### src/rtl/seven_seg_scan_driver_pkg.sv
// Shared seven-segment definitions: segment width, blank pattern and the
// active-low {a..g} glyph table for hex digits 0..F.
package seg_pkg;

  localparam int SEG_W = 7;
  localparam logic [SEG_W-1:0] SEG_BLANK = 7'h7F;

  localparam logic [SEG_W-1:0] SEG_TABLE [16] = '{
    7'b0000001, 7'b1001111, 7'b0010010, 7'b0000110,
    7'b1001100, 7'b0100100, 7'b0100000, 7'b0001111,
    7'b0000000, 7'b0000100, 7'b0001000, 7'b1100000,
    7'b0110001, 7'b1000010, 7'b0110000, 7'b0111000
  };

  function automatic logic [SEG_W-1:0] hexToSeg(input logic [3:0] nibble);
    return SEG_TABLE[nibble];
  endfunction

endpackage

### src/rtl/seven_seg_scan_driver_if.sv
// Load channel of the display driver: a value/dp/lz_en word offered with a
// valid/ready handshake by the result path (master) to the driver (slave).
interface seven_seg_scan_driver_if #(
  parameter int NUM_DIGITS = 4
);

  logic                    load_valid;
  logic                    load_ready;
  logic [4*NUM_DIGITS-1:0] load_value;
  logic [NUM_DIGITS-1:0]   load_dp;
  logic                    lz_en;

  modport master (
    output load_valid,
    output load_value,
    output load_dp,
    output lz_en,
    input  load_ready
  );

  modport slave (
    input  load_valid,
    input  load_value,
    input  load_dp,
    input  lz_en,
    output load_ready
  );

endinterface

### src/rtl/seven_seg_scan_driver_encoder.sv
// Combinational hex-nibble to active-low segment encoder with a blank override.
module seven_seg_hex_encoder
  import seg_pkg::*;
(
  input  logic [3:0]       nibble_i,
  input  logic             blank_i,
  output logic [SEG_W-1:0] seg_n_o
);

  always_comb begin
    seg_n_o = blank_i ? SEG_BLANK : hexToSeg(nibble_i);
  end

endmodule

### src/rtl/seven_seg_scan_driver.sv
// Time-multiplexed common-anode seven-segment driver with a double-buffered
// display value, anti-ghost dead time and leading-zero blanking.
module seven_seg_scan_driver
  import seg_pkg::*;
#(
  parameter int NUM_DIGITS   = 4,
  parameter int REFRESH_DIV  = 50000,
  parameter int BLANK_CYCLES = 2
) (
  input  logic                    clk,
  input  logic                    rst,
  seven_seg_scan_driver_if.slave  load_if,
  output logic [SEG_W-1:0]        seg_n_o,
  output logic                    dp_n_o,
  output logic [NUM_DIGITS-1:0]   an_n_o,
  output logic                    frame_done_o
);

  localparam int IW = $clog2(NUM_DIGITS);
  localparam int PW = $clog2(REFRESH_DIV);
  localparam int VW = 4 * NUM_DIGITS;
  localparam logic [PW-1:0] PRESC_LAST = PW'(REFRESH_DIV - 1);
  localparam logic [PW-1:0] BLANK_END  = PW'(BLANK_CYCLES);
  localparam logic [IW-1:0] IDX_LAST   = IW'(NUM_DIGITS - 1);

  logic [PW-1:0]         prescaler_q, prescaler_d;
  logic [IW-1:0]         digitIdx_q, digitIdx_d;
  logic [VW-1:0]         pendValue_q, pendValue_d;
  logic [NUM_DIGITS-1:0] pendDp_q, pendDp_d;
  logic                  pendLz_q, pendLz_d;
  logic                  pending_q, pending_d;
  logic [VW-1:0]         dispValue_q, dispValue_d;
  logic [NUM_DIGITS-1:0] dispDp_q, dispDp_d;
  logic                  dispLz_q, dispLz_d;
  logic [SEG_W-1:0]      segN_q, segN_d;
  logic                  dpN_q, dpN_d;
  logic [NUM_DIGITS-1:0] anN_q, anN_d;
  logic                  frameDone_q, frameDone_d;

  logic                  slotWrap, frameEnd, accept, blankPhase, encBlank, lzKeep;
  logic [NUM_DIGITS-1:0] lzBlank;
  logic [3:0]            curNibble;
  logic [SEG_W-1:0]      encSeg;

  assign load_if.load_ready = ~pending_q;

  // A digit stays blanked until scanning downward meets a nonzero nibble or a lit dp.
  always_comb begin
    lzBlank = '0;
    lzKeep  = ~dispLz_q;
    for (int i = NUM_DIGITS - 1; i >= 1; i--) begin
      if (dispValue_q[4*i +: 4] != 4'h0 || dispDp_q[i]) begin
        lzKeep = 1'b1;
      end
      lzBlank[i] = ~lzKeep;
    end
  end

  always_comb begin
    slotWrap    = (prescaler_q == PRESC_LAST);
    frameEnd    = slotWrap && (digitIdx_q == IDX_LAST);
    accept      = load_if.load_valid && ~pending_q;
    blankPhase  = (prescaler_q < BLANK_END);
    curNibble   = dispValue_q[4*digitIdx_q +: 4];
    encBlank    = blankPhase | lzBlank[digitIdx_q];

    prescaler_d = slotWrap ? '0 : prescaler_q + PW'(1);
    digitIdx_d  = digitIdx_q;
    if (slotWrap) begin
      digitIdx_d = (digitIdx_q == IDX_LAST) ? '0 : digitIdx_q + IW'(1);
    end

    pendValue_d = pendValue_q;
    pendDp_d    = pendDp_q;
    pendLz_d    = pendLz_q;
    pending_d   = pending_q;
    dispValue_d = dispValue_q;
    dispDp_d    = dispDp_q;
    dispLz_d    = dispLz_q;

    // Commit and accept are mutually exclusive because accept requires an empty buffer.
    if (frameEnd && pending_q) begin
      dispValue_d = pendValue_q;
      dispDp_d    = pendDp_q;
      dispLz_d    = pendLz_q;
      pending_d   = 1'b0;
    end
    if (accept) begin
      pendValue_d = load_if.load_value;
      pendDp_d    = load_if.load_dp;
      pendLz_d    = load_if.lz_en;
      pending_d   = 1'b1;
    end

    segN_d      = encSeg;
    anN_d       = blankPhase ? '1 : ~(NUM_DIGITS'(1) << digitIdx_q);
    dpN_d       = blankPhase | ~dispDp_q[digitIdx_q];
    frameDone_d = frameEnd;
  end

  seven_seg_hex_encoder u_encoder (
    .nibble_i (curNibble),
    .blank_i  (encBlank),
    .seg_n_o  (encSeg)
  );

  always_ff @(posedge clk) begin
    if (rst) begin
      prescaler_q <= '0;
      digitIdx_q  <= '0;
      pendValue_q <= '0;
      pendDp_q    <= '0;
      pendLz_q    <= 1'b0;
      pending_q   <= 1'b0;
      dispValue_q <= '0;
      dispDp_q    <= '0;
      dispLz_q    <= 1'b0;
      segN_q      <= SEG_BLANK;
      dpN_q       <= 1'b1;
      anN_q       <= '1;
      frameDone_q <= 1'b0;
    end else begin
      prescaler_q <= prescaler_d;
      digitIdx_q  <= digitIdx_d;
      pendValue_q <= pendValue_d;
      pendDp_q    <= pendDp_d;
      pendLz_q    <= pendLz_d;
      pending_q   <= pending_d;
      dispValue_q <= dispValue_d;
      dispDp_q    <= dispDp_d;
      dispLz_q    <= dispLz_d;
      segN_q      <= segN_d;
      dpN_q       <= dpN_d;
      anN_q       <= anN_d;
      frameDone_q <= frameDone_d;
    end
  end

  assign seg_n_o      = segN_q;
  assign dp_n_o       = dpN_q;
  assign an_n_o       = anN_q;
  assign frame_done_o = frameDone_q;

endmodule

### src/flat_wrapper.sv
// flat-port wrapper written by rule: the top's interface ports become plain ports
module seven_seg_scan_driver_flat import seg_pkg::*;
#(
  parameter int NUM_DIGITS   = 4,
  parameter int REFRESH_DIV  = 50000,
  parameter int BLANK_CYCLES = 2
)
  (clk, rst, seg_n_o, dp_n_o, an_n_o, frame_done_o, load_if_load_valid, load_if_load_value, load_if_load_dp, load_if_lz_en, load_if_load_ready);
  seven_seg_scan_driver_if #(.NUM_DIGITS(NUM_DIGITS)) load_if_i ();
  input  logic clk;
  input  logic rst;
  output logic [SEG_W-1:0] seg_n_o;
  output logic dp_n_o;
  output logic [NUM_DIGITS-1:0] an_n_o;
  output logic frame_done_o;
  input wire logic [$bits(load_if_i.load_valid)-1:0] load_if_load_valid;
  input wire logic [$bits(load_if_i.load_value)-1:0] load_if_load_value;
  input wire logic [$bits(load_if_i.load_dp)-1:0] load_if_load_dp;
  input wire logic [$bits(load_if_i.lz_en)-1:0] load_if_lz_en;
  output wire logic [$bits(load_if_i.load_ready)-1:0] load_if_load_ready;
  assign load_if_i.load_valid = load_if_load_valid;
  assign load_if_i.load_value = load_if_load_value;
  assign load_if_i.load_dp = load_if_load_dp;
  assign load_if_i.lz_en = load_if_lz_en;
  assign load_if_load_ready = load_if_i.load_ready;
  seven_seg_scan_driver #(.NUM_DIGITS(NUM_DIGITS), .REFRESH_DIV(REFRESH_DIV), .BLANK_CYCLES(BLANK_CYCLES)) u_core (.clk(clk), .rst(rst), .load_if(load_if_i), .seg_n_o(seg_n_o), .dp_n_o(dp_n_o), .an_n_o(an_n_o), .frame_done_o(frame_done_o));
endmodule
### config.mk
export PLATFORM = sky130hd
export DESIGN_NAME = seven_seg_scan_driver_flat
export DESIGN_NICKNAME = d
export VERILOG_FILES = /design/src/rtl/seven_seg_scan_driver_pkg.sv /design/src/rtl/seven_seg_scan_driver_if.sv /design/src/rtl/seven_seg_scan_driver_encoder.sv /design/src/rtl/seven_seg_scan_driver.sv /design/src/flat_wrapper.sv
export SDC_FILE = /design/constraint.sdc
export NUM_CORES = 1
export LEC_CHECK = 0
export BUFFER_PORTS_ARGS = -buffer_cell sky130_fd_sc_hd__buf_2
export CELL_PAD_IN_SITES_DETAIL_PLACEMENT = 0
export CELL_PAD_IN_SITES_GLOBAL_PLACEMENT = 1
export CORE_UTILIZATION = 30
export DETAILED_ROUTE_END_ITERATION = 8
export PLACE_DENSITY = 0.61
export SYNTH_ARGS = -nofsm -noshare
export SYNTH_HDL_FRONTEND = slang
export SYNTH_SLANG_ARGS = --single-unit
### constraint.sdc
create_clock -name clk -period 2.25 [get_ports clk]
set_input_delay 0.1125 -clock clk [delete_from_list [all_inputs] [get_ports clk]]
set_output_delay 0.1125 -clock clk [all_outputs]
set_load 0.02 [all_outputs]
Word level (Yosys, flattened, before mapping)
Memories as Yosys holds them, arrays and structs flattened. A register that Yosys moved wholly into a read port is not among the register bits. Cells that the tools add are included.

Flip-flop bits (word level): 67. Memory bits (read-only): 112. Memories: 1.

Add/subtract/negate cells: 2. Magnitude comparators: 2. Eq/ne operators: 2. Shift-type cells: 2. Muxes and demuxes: 10. Bitwise gates (word level): 10. Reduce and logical (&&, ||, !) cells: 13.

Memory list: (no name shown) (words 16, width 7, rd ports 1, clocked after Yosys merged registers in 1, wr ports 0, line seven_seg_scan_driver_pkg.sv:16) `return SEG_TABLE[nibble];`.

Operator list (count): 16-bit by 1-bit adder with 16-bit output, second input constant (1); 16-bit equality test, second input constant (1); 16-bit by 2-bit < comparator with 1-bit output, second input constant (1); 16-bit by 5-bit variable part select with 4-bit output (1); 4-bit nonzero test (3); 1-bit two-way mux (7); 1-bit NOT (6); 2-bit OR reduction (3); 4-bit NOT with 5-bit output (1); 1-bit binary-select mux with 2-bit select (2); 4-bit NOT (1); 1-bit by 2-bit << shifter with 4-bit output, first input constant (1); 1-bit logical AND (3); 1-bit logical OR (3); 2-bit by 3-bit < comparator with 1-bit output, second input constant (1); 2-bit by 1-bit adder with 2-bit output, second input constant (1); 2-bit equality test, second input constant (1); 2-bit two-way mux (1); 1-bit bitwise OR (2); 2-bit nonzero test (1).

Longest topological paths before layout
Gate-level depths: netlist of run 1.

Depth after elaboration: 10. Depth in mapped cells: 8. Gate-level depth less buffers: 7.

By module
From an unflattened synthesis of run 1, not the netlist that was laid out.

Cells, all modules: 373. Area, all modules: 3438.3 µm².

Modules (own cells, without submodules): seven_seg_scan_driver (times used 1, cells an instance 337, area an instance 3144.3 µm², sequential area each 1481.4 µm²); seven_seg_hex_encoder (times used 1, cells an instance 36, area an instance 294.0 µm², sequential area each 0.0 µm²).

Least setup slack after synthesis of run 1
OpenSTA, ideal clock, no wires.

Path type: register to register. From: register u_core.digitIdx_q[0]. To: register u_core.segN_q[1], in the netlist u_core.seg_n_o[1]. Arrival: 1861 ps. Slack: 252 ps. Stages on the path, launching flop included: 7. Buffers on the path: 1. Clock period less this slack: 1998 ps. Cell sequence: dfxtp_1 -> buf_2 -> mux4_2 -> ha_1 -> mux2_2 -> a21oi_1 -> nand3_1.

Word-level cells in the longest chain between the ends: 4. Elaborated cells between the ends (all ways): 6.

Ends and longest elaborated chain: from (decl) (line seven_seg_scan_driver.sv:27) `logic [IW-1:0] digitIdx_q, digitIdx_d;`; from (signal assigned) (line seven_seg_scan_driver.sv:124) `digitIdx_q <= digitIdx_d;`; 1-bit binary-select mux with 2-bit select (line seven_seg_scan_driver.sv:65) `encBlank = blankPhase | lzBlank[digitIdx_q];`; 1-bit two-way mux (not written as such) (line seven_seg_scan_driver.sv:65); 1-bit bitwise OR (line seven_seg_scan_driver.sv:65); 2-bit OR reduction (no line); to (decl) (line seven_seg_scan_driver.sv:35) `logic [SEG_W-1:0] segN_q, segN_d;`.

Parallel ways exist; a longest one is shown, timed or not. The select of a mux whose other input is x is not followed. A chain may end at the register's enable or synchronous reset.

Final worst setup path of run 1
From: register u_core.prescaler_q[10]. To: register u_core.dispValue_q[13].

Word-level cells in the longest chain between the ends: 3.

Ends and longest elaborated chain: from (decl) (line seven_seg_scan_driver.sv:26) `logic [PW-1:0] prescaler_q, prescaler_d;`; from (signal assigned) (line seven_seg_scan_driver.sv:123) `prescaler_q <= prescaler_d;`; 16-bit equality test (line seven_seg_scan_driver.sv:60) `slotWrap = (prescaler_q == PRESC_LAST);`; 1-bit logical AND (line seven_seg_scan_driver.sv:61) `frameEnd = slotWrap && (digitIdx_q == IDX_LAST);`; 1-bit logical AND (line seven_seg_scan_driver.sv:82) `if (frameEnd && pending_q) begin`; to (signal assigned) (line seven_seg_scan_driver.sv:129) `dispValue_q <= dispValue_d;`; to (decl) (line seven_seg_scan_driver.sv:32) `logic [VW-1:0] dispValue_q, dispValue_d;`.

No other way between the ends.

==> metrics, run 1 <==
Fmax 500 MHz; xor/xnor cell area share of the yosys netlist 0.0268; IO buf count 37; placed cell area about 3600 um^2; Critical Path Slowest Stage Cell or4_1; commonest non-fill, non-tap cell in the layout dfxtp_1; vias in the first global route 2704; die height 106 um; Setup Skew 0.00583 ns; Mapped Area between 3000 and 4000 um^2; setup TNS 0 ns; most area-consuming cells after synthesis dfxtp_1 45%, a21oi_1 7.8%, nand2_1 7.0%, o31ai_1 5.3%, nand4_1 5.0%; Fin. Hold Viols 0; TritonCTS clock tree done; Total Routing Usage GR 0.152; Critical R2R Launch u_core.prescaler_q[10]$_SDFF_PP0_; Seq cells post-synth 74; DRC viols 0; critical path, cell by cell or4_1 -> nor2b_1 -> buf_4 -> nand4_1 -> a21oi_1; 1st-iter DRT viols between 100 and 150; drt first pass iters 4; Simple-Gate Fraction of Synth Area 0.221; clk slew on worst S/H paths 0.08 ns; CP required 2.54 ns; Pleak 0.00147 uW; htree depth 3; post-synth net total 408; post-DP HPWL 5250 um; unrepaired setup endpoints after global routing false; gr ovfl total 0; DR WL/cell 14.1 um; synth unique cells 41; crit share post-route 0.889; largest net degree at the start of global routing 48; Clock Sinks 74; maximum clock path buffer count 2; die width between 100 and 150 um; Hold WS 0.0363 ns; Via density between 4 and 5; Final #Nets 459; Worst EP arrival 2.29 ns; Setup Viol. Count Final 0; min-delay src load_if_load_valid; mean post-synth cell area 8.78 um^2; PwrDens 673 nW/um^2; die area about 11000 um^2; main combinational cell family by area after synthesis simple AND/OR/NAND/NOR gates; Crit. Startpoint u_core.prescaler_q[10]$_SDFF_PP0_; initial antenna violation count 0; first-pass GRT wire length roughly 13000 um; drt total wl about 8000 um; TritonCTS buffer count 9; initial core utilization 0.313; mux share of post-synthesis cell area 0.0505; flip-flop and latch area between 1000 and 1500 um^2; Clock Root Buffer clkbuf_8; VDD IR-drop max 0.000288 V; Max Cap Violations 0; CP Launch Type flip-flop; Clk Latency, worst-skew pair 0.35 ns; post-route ant nets 0; sequential share of the synthesized area 0.453; area of the multi-input gates approximately 1600 um^2; RD Place Congestion slightly below 0.8; crit-path max FO 21; Worst-Margin Slew around 0.96 ns; area share of fa/ha/maj cells after synthesis 0.0420; routed via count between 2000 and 3000; Max-slew headroom 0.358; Syn Inst Count around 370; biggest area consumer among synthesized cells dfxtp_1; row cnt 37; most frequent cells in the layout 73 x dfxtp_1, 61 x nand2_1, 51 x a21oi_1; I/O pins 38; CP peak stage delay just under 0.6 ns; share of cells above drive strength 1 0.175; top cell type's share of synthesized area 0.453; Area Growth Syn to Fin 23.3%; Setup crit end kind flip-flop; area of the core roughly 10000 um^2; ANT cells 0; Synth Area in Compound Gates 0.162; Synthesis Warnings 0; fillers between 1000 and 1500; Period minus WS final 2.00 ns; status finished clean; critical path class flip-flop to flip-flop; Hold Crit Class input pin to flip-flop; Slew Limit Fails 0; design area 4040 um^2
-- cell families (layout without fill, tap and decap cells) --
logic type | after synthesis | in the layout
and+or+nand+nor | 142 | 142
AOI/OAI and AO/OA | 88 | 88
muxes | 10 | 10
xor gates and xnor gates | 10 | 10
DFF | 74 | 74
adders and majority gates | 11 | 11
buffers and inverters | 38 | 94
-- critical path: cells and delay by family, from the launching register on --
| family | cells | cell delay, ns |
|---|---|---|
| buffers and inverters | 1 | 0.33 |
| DFF | 1 | 0.38 |
| and+or+nand+nor | 3 | 1.07 |
| AOI/OAI and AO/OA | 1 | 0.16 |
-- final cells by class --
type / instances / share of cell area
multi-input cells: 261 / 0.407
flip-flops and latches: 74 / 0.367
repair buffers: 69 / 0.118
well taps: 136 / 0.0422
clock buffers: 12 / 0.0384
clock inverters: 4 / 0.0183
inverters: 9 / 0.00837
-- final timing paths --
kind,end,slack [ns],cells past startpoint
max,u_core.dispValue_q[13]$_SDFFE_PP0P_,0.25,5
max reg2reg,u_core.dispValue_q[13]$_SDFFE_PP0P_,0.25,5
min,u_core.pending_q$_SDFFE_PP0P_,0.04,3
min reg2reg,u_core.pendLz_q$_SDFFE_PP0P_,0.46,2
-- where the power goes --
part | switching, uW | internal [uW]
clock | 500 | 686
combinational | 89.6 | 75.5
sequential | 19.7 | 1350
total | 609 | 2110
-- sequential cells by signal (all words and copies together), names as in the netlist --
signal / count
u_core.dispValue_q: 16
u_core.pendValue_q: 16
u_core.pendLz_q: 1
u_core.digitIdx_q: 2
u_core.seg_n_o: 7
u_core.frame_done_o: 1
u_core.pendDp_q: 4
u_core.dp_n_o: 1
u_core.dispLz_q: 1
u_core.prescaler_q: 16
u_core.an_n_o: 4
u_core.pending_q: 1
u_core.dispDp_q: 4
-- cells in the mapped netlist --
cell type and count:
nor3_1 5, o21ai_0 5, a221oi_1 1, and2_1 2, a32oi_1 1, buf_1 3
a22oi_1 1, o211ai_1 1, nand2_1 61, and3_1 1, dfxtp_1 74, nor2_1 16
nand4b_1 1, and3_2 1, nor4_1 4, ha_1 11, mux4_2 5, nand2b_1 1
nand4b_4 1, buf_2 6, o22a_1 1, nor4b_1 2, nand3_2 1, nor2b_1 4
mux2_2 2, a21oi_1 51, o2111ai_1 2, nor3b_1 1, xnor2_1 5, and3b_1 1
xor2_1 5, mux2i_1 3, clkbuf_1 20, inv_1 9, o21bai_2 1, o31ai_1 23
a31oi_1 1, or4_1 5, nand4_1 26, nand3_1 6, or3_1 3
-- metal layers --
metal / track usage / vias up / share of wire
met1: 0.208 / 1294 / 0.53
met3: 0.0441 / 6 / 0.034
li1: - / 1445 / -
met5: 0 / - / 0
met2: 0.224 / 41 / 0.42
met4: 0.0587 / 0 / 0.011
-- what timing repair did --
item / 4_1_cts / 5_1_grt
buffers inserted: 0 / 0
hold buffers: 21 / 0
hold endpoints to repair: 21 / 0
setup endpoints to repair: 0 / 1
resized for setup: 0 / 1
-- metrics by stage --
stage               setup WS (ns)  instances  power [uW]  utilization
detailed placement          0.158        528        1540        0.344
finish                      0.251        565        2720        0.386
global route                0.108        565        2850        0.386
floorplan                   0.252        373        1480            -
CTS                         0.146        565        2770        0.386
global placement            0.244        528        1540        0.344
Note: power is estimated with default switching activity, not from simulation.
==> run 2: changes to the inputs <==
Settings changed: CORE_UTILIZATION 30 to 44, PLACE_DENSITY 0.61 to 0.85.
==> metrics, run 2 (synthesized netlist as in run 1, its figures left out) <==
setup TNS 0 ns; Clock Root Buffer clkbuf_8; flip-flop and latch area 1480 um^2; Pleak 0.00143 uW; placed insts 491; Top Registers u_core.dispValue_q x16, u_core.pendValue_q x16, u_core.prescaler_q x16; largest net degree at the start of global routing 48; post-CTS sizing 0; Clk Latency, worst-skew pair 0.35 ns; die area 7790 um^2; Period minus WS final around 2.1 ns; drt first pass iters 5; Fmax 480 MHz; total power 2420 uW; area of the multi-input gates 1640 um^2; Fin. Hold Viols 0; Slew Limit Fails 0; NetSw 601 uW; Total Routing Usage GR 0.200; Setup crit end kind flip-flop; clk slew on worst S/H paths about 0.08 ns; Setup Skew 0.00852 ns; Area Growth Syn to Fin 19.5%; unrepaired setup endpoints after global routing false; 1st-iter DRT viols 126; crit-path max FO 6; Final #Nets 458; row cnt 31; Worst EP arrival 2.27 ns; area of the core 7210 um^2; Worst-Margin Slew 0.943 ns; sequential power share 0.565; drt total wl 7160 um; Hold Crit Class input pin to flip-flop; htree depth 3; Via density 5.31; RD Place Congestion between 0.8 and 0.9; TritonCTS clock tree done; critical path class flip-flop to flip-flop; placed cell area ~3500 um^2; post-route ant nets 0; initial core utilization 0.454; post-DP HPWL 4720 um; Max Cap Violations 0; VDD IR-drop max 0.000314 V; CP required between 2 and 2.5 ns; clock network power share 0.368; DRC viols 0; maximum clock path buffer count 2; gr ovfl total 0; Setup Viol. Count Final 0; share of cells above drive strength 1 0.171; crit share post-route 0.925; CP Launch Type flip-flop; status finished clean; ANT cells 0; IO buf count 37; die height 88.3 um; combinational power share 0.067; Max-slew headroom 0.369; fillers 710; DR WL/cell 13.6 um; Post-Layout Cell Count 527; Hold WS 0.0114 ns; first-pass GRT wire length 12000 um; Int Power 1820 uW; Clock Sinks 74; TritonCTS buffer count 9; PwrDens 619 nW/um^2; I/O pins 38; design area between 3000 and 4000 um^2; vias in the first global route 2549; die width 88.3 um; most frequent cells in the layout 74 x dfxtp_1, 61 x nand2_1, 51 x a21oi_1; commonest non-fill, non-tap cell in the layout dfxtp_1; routed via count ~2800; Net Sw Frac 0.248; initial antenna violation count 0
## run 2: final timing paths
kind | start | endpoint | slack (ns) | cells after the start
hold / removal | load_if_load_value[15] | u_core.pendValue_q[15]$_SDFFE_PP0P_ | 0.01 | 3
setup / recovery | u_core.digitIdx_q[0]$_SDFFE_PP0P_ | u_core.seg_n_o[5]$_SDFF_PP1_ | 0.17 | 7
hold reg to reg | u_core.pendDp_q[2]$_SDFFE_PP0P_ | u_core.pendDp_q[2]$_SDFFE_PP0P_ | 0.46 | 2
setup reg to reg | u_core.digitIdx_q[0]$_SDFFE_PP0P_ | u_core.seg_n_o[5]$_SDFF_PP1_ | 0.17 | 7
## run 2: repair_timing
item | CTS | global route
setup buffers | 0 | 0
hold buffers | 20 | 0
hold endpoints to repair | 20 | 0
## run 2: layout make-up
| class | instances | area share |
|---|---|---|
| Multi-Input combinational cell | 261 | 0.420 |
| Timing Repair Buffer | 68 | 0.120 |
| Tap cell | 99 | 0.0317 |
| Sequential cell | 74 | 0.379 |
| Clock buffer | 11 | 0.0336 |
| Inverter | 9 | 0.00864 |
| Clock inverter | 5 | 0.00800 |
## run 2: power groups by stage
stage	registers, uW	clock network, uW	logic (uW)
6_report	1370	891	161
5_1_grt	1370	964	181
4_1_cts	1370	916	163
3_5_place_dp	1400	0	136
3_3_place_gp	1400	0	134
2_1_floorplan	1410	0	73.5
## run 2: layer usage
metal  track usage  routed length (um)
met5             0                   0
met3        0.0476                 345
met1         0.273                3630
met2         0.304                3050
met4        0.0821                 130
## run 2: worst max-delay path, stage by stage (launching register included)
cell and delay, ns:
dfxtp_1 0.49, mux4_2 0.62, inv_1 0.17, ha_1 0.25, inv_1 0.07, mux2i_1 0.06
a32oi_1 0.17, nand3_1 0.10
## run 2: per-stage QoR
stage / utilization / worst slack [ns]
floorplan: - / 0.252
global placement: 0.492 / 0.251
detailed placement: 0.492 / 0.181
CTS: 0.542 / 0.158
global route: 0.542 / 0.0413
finish: 0.542 / 0.168
